### src/rtl/cu_sequencer_pkg.sv
// ---------------------------------------------------------------------------
// cu_sequencer_pkg
//   Shared definitions for the control-unit sequencer:
//     - cu_state_e : 4-bit state encodings. They are zero-extended to the
//                    STATE_W-wide state register.
//     - IR_*       : bit positions of the instruction fields the sequencer
//                    decodes.
//     - TD_*       : typeData access-size codes.
//   No ports (package).
// ---------------------------------------------------------------------------
package cu_sequencer_pkg;

  typedef enum logic [3:0] {
    S_IDLE = 4'd0,
    S_F0   = 4'd1,
    S_F1   = 4'd2,
    S_F2   = 4'd3,
    S_DEC  = 4'd4,
    S_DP   = 4'd5,
    S_LS0  = 4'd6,
    S_LS1  = 4'd7,
    S_LS2  = 4'd8,
    S_BR   = 4'd9,
    S_TRAP = 4'd10
  } cu_state_e;

  // Instruction field positions
  localparam int IR_CLS_HI = 27;  // instruction class ir[27:25]
  localparam int IR_CLS_LO = 25;
  localparam int IR_OP_HI  = 24;  // top two opcode bits ir[24:23]
  localparam int IR_OP_LO  = 23;
  localparam int IR_B      = 22;  // byte access
  localparam int IR_L      = 20;  // load / set-flags

  // Access-size codes
  localparam logic [1:0] TD_WORD = 2'b10;
  localparam logic [1:0] TD_BYTE = 2'b00;

endpackage

### src/rtl/cu_sequencer_state_reg.sv
// ---------------------------------------------------------------------------
// cu_state_reg
//   State register of the control-unit sequencer. On an asynchronous clear it
//   returns to the all-zero encoding (S_IDLE). Otherwise it loads the next
//   state on every rising clock edge.
//   Ports:
//     clk_i  in  1        clock, rising edge
//     rst_i  in  1        async active-high clear
//     d_i    in  STATE_W  next state
//     q_o    out STATE_W  current state
// ---------------------------------------------------------------------------
module cu_state_reg #(
  parameter int STATE_W = 7
) (
  input  logic               clk_i,
  input  logic               rst_i,
  input  logic [STATE_W-1:0] d_i,
  output logic [STATE_W-1:0] q_o
);

  always_ff @(posedge clk_i or posedge rst_i) begin
    if (rst_i) q_o <= '0;
    else       q_o <= d_i;
  end

endmodule

### src/rtl/cu_sequencer.sv
// ---------------------------------------------------------------------------
// cu_sequencer
//   Control-unit sequencer for the ARM-subset datapath. It combines the state
//   register, the next-state decoder and the Moore output decoder. It handles
//   fetch/load-store memory waits on MOC, condition-gated dispatch and a trap
//   state.
//   Optional feature: define CU_MOC_TIMEOUT_EN to trap after MOC_TIMEOUT wait
//   cycles without MOC. In the default build the sequencer waits on MOC
//   indefinitely and trap_cause is tied to 0.
//   Ports:
//     CLK        in   1        clock, rising edge
//     CLR        in   1        async active-high reset
//     ir         in   IR_W     current instruction
//     cond       in   1        condition-check result (used in S_DEC)
//     MOC        in   1        memory operation complete (used in S_F1/S_LS1)
//     state      out  STATE_W  current state (registered)
//     nextS      out  STATE_W  combinational next state
//     MARLd, MDRLd, IRLd, RFLd, FRLd  out  load strobes
//     MOV, RW    out  1        memory enable, RW=1 read / 0 write
//     typeData   out  2        2'b10 word, 2'b00 byte
//     trap       out  1        high in S_TRAP
//     trap_cause out  1        0 undefined instruction, 1 MOC timeout
// ---------------------------------------------------------------------------
module cu_sequencer
  import cu_sequencer_pkg::*;
#(
  parameter int STATE_W     = 7,
  parameter int IR_W        = 32,
  parameter int MOC_TIMEOUT = 15
) (
  input  logic               CLK,
  input  logic               CLR,
  input  logic [IR_W-1:0]    ir,
  input  logic               cond,
  input  logic               MOC,
  output logic [STATE_W-1:0] state,
  output logic [STATE_W-1:0] nextS,
  output logic               MARLd,
  output logic               MDRLd,
  output logic               IRLd,
  output logic               RFLd,
  output logic               FRLd,
  output logic               MOV,
  output logic               RW,
  output logic [1:0]         typeData,
  output logic               trap,
  output logic               trap_cause
);

  localparam logic [STATE_W-1:0] ST_IDLE = STATE_W'(S_IDLE);
  localparam logic [STATE_W-1:0] ST_F0   = STATE_W'(S_F0);
  localparam logic [STATE_W-1:0] ST_F1   = STATE_W'(S_F1);
  localparam logic [STATE_W-1:0] ST_F2   = STATE_W'(S_F2);
  localparam logic [STATE_W-1:0] ST_DEC  = STATE_W'(S_DEC);
  localparam logic [STATE_W-1:0] ST_DP   = STATE_W'(S_DP);
  localparam logic [STATE_W-1:0] ST_LS0  = STATE_W'(S_LS0);
  localparam logic [STATE_W-1:0] ST_LS1  = STATE_W'(S_LS1);
  localparam logic [STATE_W-1:0] ST_LS2  = STATE_W'(S_LS2);
  localparam logic [STATE_W-1:0] ST_BR   = STATE_W'(S_BR);
  localparam logic [STATE_W-1:0] ST_TRAP = STATE_W'(S_TRAP);

  logic [STATE_W-1:0] state_q, state_d;
  logic               timeout_hit;

  // Instruction bits the sequencer never decodes (condition field, operands)
  logic unused_ir_bits;
  assign unused_ir_bits = ^{ir[IR_W-1:IR_CLS_HI], ir[21], ir[19:0]};

  cu_state_reg #(.STATE_W(STATE_W)) u_state_reg (
    .clk_i (CLK),
    .rst_i (CLR),
    .d_i   (state_d),
    .q_o   (state_q)
  );

`ifdef CU_MOC_TIMEOUT_EN
  localparam int CNT_W = $clog2(MOC_TIMEOUT) + 1;

  logic [CNT_W-1:0] wait_cnt_q, wait_cnt_d;
  logic             in_wait;
  logic             cause_q;

  assign in_wait     = (state_q == ST_F1) || (state_q == ST_LS1);
  // Count only MOC-low wait cycles. Any other cycle (including leaving the
  // wait state) restarts the count for the next memory phase.
  assign wait_cnt_d  = (in_wait && !MOC) ? wait_cnt_q + CNT_W'(1) : '0;
  // MOC high on the final cycle is not a timeout, so the normal transition wins.
  assign timeout_hit = in_wait && !MOC && (wait_cnt_q == CNT_W'(MOC_TIMEOUT - 1));

  always_ff @(posedge CLK or posedge CLR) begin
    if (CLR) begin
      wait_cnt_q <= '0;
      cause_q    <= 1'b0;
    end else begin
      wait_cnt_q <= wait_cnt_d;
      // S_TRAP is only left through CLR, so the cause only ever needs setting
      cause_q    <= cause_q | timeout_hit;
    end
  end

  assign trap_cause = cause_q;
`else
  assign timeout_hit = 1'b0;
  assign trap_cause  = 1'b0;
`endif

  // Next-state decode
  always_comb begin
    state_d = state_q;
    case (state_q)
      ST_IDLE: state_d = ST_F0;
      ST_F0:   state_d = ST_F1;
      ST_F1: begin
        if (MOC)              state_d = ST_F2;
        else if (timeout_hit) state_d = ST_TRAP;
      end
      ST_F2:   state_d = ST_DEC;
      ST_DEC: begin
        if (!cond) begin
          state_d = ST_F0;
        end else begin
          casez (ir[IR_CLS_HI:IR_CLS_LO])
            3'b00?:  state_d = ST_DP;
            3'b01?:  state_d = ST_LS0;
            3'b101:  state_d = ST_BR;
            default: state_d = ST_TRAP;
          endcase
        end
      end
      ST_DP:   state_d = ST_F0;
      ST_LS0:  state_d = ST_LS1;
      ST_LS1: begin
        if (MOC)              state_d = ir[IR_L] ? ST_LS2 : ST_F0;
        else if (timeout_hit) state_d = ST_TRAP;
      end
      ST_LS2:  state_d = ST_F0;
      ST_BR:   state_d = ST_F0;
      ST_TRAP: state_d = ST_TRAP;
      default: state_d = ST_TRAP;
    endcase
  end

  // Moore output decode from the registered state (ir only qualifies it)
  always_comb begin
    MARLd    = 1'b0;
    MDRLd    = 1'b0;
    IRLd     = 1'b0;
    RFLd     = 1'b0;
    FRLd     = 1'b0;
    MOV      = 1'b0;
    RW       = 1'b0;
    typeData = TD_WORD;
    trap     = 1'b0;
    case (state_q)
      ST_F0: begin
        MARLd = 1'b1;
        RFLd  = 1'b1;           // PC <- PC + 4
      end
      ST_F1: begin
        MOV   = 1'b1;
        RW    = 1'b1;
        MDRLd = 1'b1;
      end
      ST_F2:   IRLd = 1'b1;
      ST_DP: begin
        // Opcodes 10xx (TST/TEQ/CMP/CMN) only update flags
        RFLd = ~(ir[IR_OP_HI:IR_OP_LO] == 2'b10);
        FRLd = ir[IR_L];
      end
      ST_LS0:  MARLd = 1'b1;
      ST_LS1: begin
        MOV      = 1'b1;
        RW       = ir[IR_L];
        MDRLd    = ir[IR_L];
        typeData = ir[IR_B] ? TD_BYTE : TD_WORD;
      end
      ST_LS2:  RFLd = 1'b1;
      ST_BR:   RFLd = 1'b1;     // PC <- branch target
      ST_TRAP: trap = 1'b1;
      default: ;
    endcase
  end

  assign state = state_q;
  assign nextS = state_d;

endmodule

### config.mk
export PLATFORM = sky130hd
export DESIGN_NAME = cu_sequencer
export DESIGN_NICKNAME = d
export VERILOG_FILES = /design/src/rtl/cu_sequencer_pkg.sv /design/src/rtl/cu_sequencer_state_reg.sv /design/src/rtl/cu_sequencer.sv
export SDC_FILE = /design/constraint.sdc
export NUM_CORES = 1
export LEC_CHECK = 0
export ABC_AREA = 1
export ABC_CLOCK_PERIOD_IN_PS = 3150
export BUFFER_PORTS_ARGS = -buffer_cell sky130_fd_sc_hd__buf_2
export CORE_UTILIZATION = 37
export CTS_CLUSTER_DIAMETER = 150
export DETAILED_ROUTE_END_ITERATION = 10
export PLACE_DENSITY_LB_ADDON = 0.15
export SETUP_SLACK_MARGIN = 0.05
export SLEW_MARGIN = 20
export SYNTH_ARGS = -nofsm -noshare
export SYNTH_HDL_FRONTEND = slang
export SYNTH_SLANG_ARGS = --single-unit
### constraint.sdc
create_clock -name CLK -period 3.15 [get_ports CLK]
set_clock_uncertainty 0.15 [all_clocks]
set_input_delay 0.4725 -clock CLK [delete_from_list [all_inputs] [get_ports CLK]]
set_output_delay 0.4725 -clock CLK [all_outputs]
set_load 0.02 [all_outputs]
==> results.toml <==
[power]
clkPwrFrac_pct = 39.5
p_comb_share_pct = 14.3
power.density_nw_per_um2 = 258
switching_share_pct = 26.1
seqPwrFrac_pct = 46.2
p_switching_mw = 0.0529
power_leakage_nw = 0.513
vdd_drop_max_v = 0.000246
power.internal_mw = 0.150

[placed_design]
post-place-cells = 148
place_congestion = 0.817
dpl_cell_area_um2 = 751
hpwl_mm = 1.09
numPortBuffers = 30

[yosys]
synth.most_common_cell = "nand2_1"
synthArstFlopShare_pct = 100
synth_edf_count = 0
syn-mean-instance-area_um2 = 5.93
yosys_most_used_dff = "dfrtp_1"
netlist_area_um2 = 599
yosys.area.top_type = "dfrtp_1"
yosys-top-cells-area = "dfrtp_1 29%, nand2_1 19%, inv_1 11%, nor2_1 11%, buf_4 7.5%"
synth_common_cells = "30 x nand2_1, 18 x inv_1, 18 x nor2_1"
synthCells = 101
yosysWarningCount = 0
ys_seq_elements = 7
ys_seq_area_share_pct = 29.2
yosys.area.top_type_share_pct = 29.2
synth_cell_types = 19

[hold_path]
hp-class = "in -> reg"

[sta]
fin_hold_ws_ns = 0.368
period_needed_ns = 2.22
drv_slew = 0
fmax_ghz = 0.450
post-route-period-util_pct = 70.5
hold_viol = 0
tns_ns = 0
rsz0062_at_grt = "no"
setup_viol = 0

[floorplan]
row_count = 14
die_w_um = 42.2
die_h_um = 42.2
core_area_um2 = 1510
dieArea_um2 = 1780
start_util_pct = 39.8
ioPinCount = 61

[clock_network]
root_buffer = "clkbuf_4"
numCtsBuffers = 3
clk_path_buf_depth = 2
cts_hold_repair.buffers = 1
cts_resized = 0
cts.sinks = 7
clk_pin_slew_ns = 0.05
h-tree-depth = 1
cts_tree = "done"
clk_latency_ns = 0.25
postCtsSetupBuffers = 0

[route]
vias = 662
wl_per_cell_um = 9.08
drc = 0
antenna_left = 0
drt_pass1_iterations = 4
avgViaCountPerCell = 4.33
drt_iter0_drc = 23
routed_wl_mm = 1.39

[worst_setup_path]
crit_slowest_cell = "dfrtp_1"
cp-start-kind = "flop"
path_class = "reg -> out"
max_stage_delay_ns = 0.41
cp_common_cell = "nand2_1"
crit_arrival_ns = 1.60
cp.required_ns = 2.53
path_cells = "nor2_1 -> nand2_1 -> nor2_2 -> nand3_1 -> o21ai_0 -> inv_1 -> nand2_1 -> buf_2"
end_kind = "output port"
cp_max_fo = 6

[flow_run]
drv_cap = 0

[cells_and_area]
reg_top3 = "u_state_reg.q_o (7)"
syn_to_final_growth_pct = 31.3
drive_gt1_share_pct = 30.7
fin_area_um2 = 787
layout.cells.non_filler = 153
largest_reg_flops = 7
fin_util_pct = 52.2
fillerInstances = 166
top_register = "u_state_reg.q_o"
final_nets = 174
diodes = 0

[global_route]
grt_pass1_wl_mm = 2.22
grt_usage_pct = 15.9
grt_max_degree = 8
grt_overflow = 0
antenna_found_initial = 0
grt_pass1_vias = 556

[run_status]
status = "finished, final reports clean"
[metrics by stage]
step                setup slack, ns  power [mW]
floorplan                     0.879       0.117
global placement               1.18       0.123
detailed placement             1.19       0.123
CTS                           0.910       0.204
global route                  0.769       0.216
finish                        0.929       0.203
[layout by cell type, fill, tap and decap left out]
master,instances
nor3_1,1
nand3_2,1
clkbuf_4,3
inv_1,18
nand3_1,3
clkbuf_1,1
dlygate4sd3_1,1
nor2_1,18
o21ai_1,1
nand2_2,3
dfrtp_1,7
inv_2,2
nand2_1,30
a21oi_1,1
conb_1,8
nand3b_1,1
nor2_4,1
o221ai_1,1
o21ai_0,3
buf_2,30
nand4_1,1
nor2_2,2
[routing by layer]
| layer | GRT usage, % | vias up | routed length [µm] |
|---|---|---|---|
| met5 | 0 | - | 0 |
| met4 | 5.63 | 0 | 0 |
| met3 | 2.59 | 0 | 58 |
| met2 | 25.2 | 23 | 636 |
| met1 | 21.8 | 282 | 695 |
| li1 | - | 357 | - |
[kinds of logic (layout without fill, tap and decap cells)]
family	count (synthesis)	count (layout)	synth area share (%)
compound gates	6	6	5.63
simple gates	61	61	44.5
flops	7	7	29.2
buf+inv	26	55	20.0
other cells	1	8	0.626
[critical path: cells and delay by family (launching register included)]
family	cells	cell delay (ns)
simple gates	5	0.65
buf+inv	2	0.21
compound gates	1	0.08
flops	1	0.41
[worst paths after layout]
check                                             start  cells past startpoint  slack (ns)                           end
setup / recovery           u_state_reg.q_o[6]$_DFF_PP0_                      8        0.93                      nextS[3]
hold / removal                                      MOC                      3        0.37  u_state_reg.q_o[0]$_DFF_PP0_
setup reg to reg           u_state_reg.q_o[0]$_DFF_PP0_                      9        1.70  u_state_reg.q_o[1]$_DFF_PP0_
hold reg to reg            u_state_reg.q_o[0]$_DFF_PP0_                      2        0.57  u_state_reg.q_o[0]$_DFF_PP0_
max in group asynchronous                           CLR                      3        2.08  u_state_reg.q_o[0]$_DFF_PP0_
min in group asynchronous                           CLR                      3        0.55  u_state_reg.q_o[4]$_DFF_PP0_
[power by group through the flow]
stage,clock network [mW],registers (mW),logic (mW)
global route,0.0890,0.0939,0.0327
detailed placement,0,0.0952,0.0280
finish,0.0802,0.0936,0.0290
floorplan,0,0.0976,0.0196
global placement,0,0.0950,0.0276
CTS,0.0817,0.0937,0.0289
[cell type report]
type | count | area, µm² | share of cell area (%)
clock buffer | 4 | 26.3 | 3.34
sequential | 7 | 175 | 22.3
timing repair buffer | 31 | 160 | 20.3
multi-input combinational | 75 | 330 | 42.0
tap | 16 | 20.0 | 2.54
inverter | 20 | 75.1 | 9.54
Note: power is estimated with default switching activity, not from simulation.
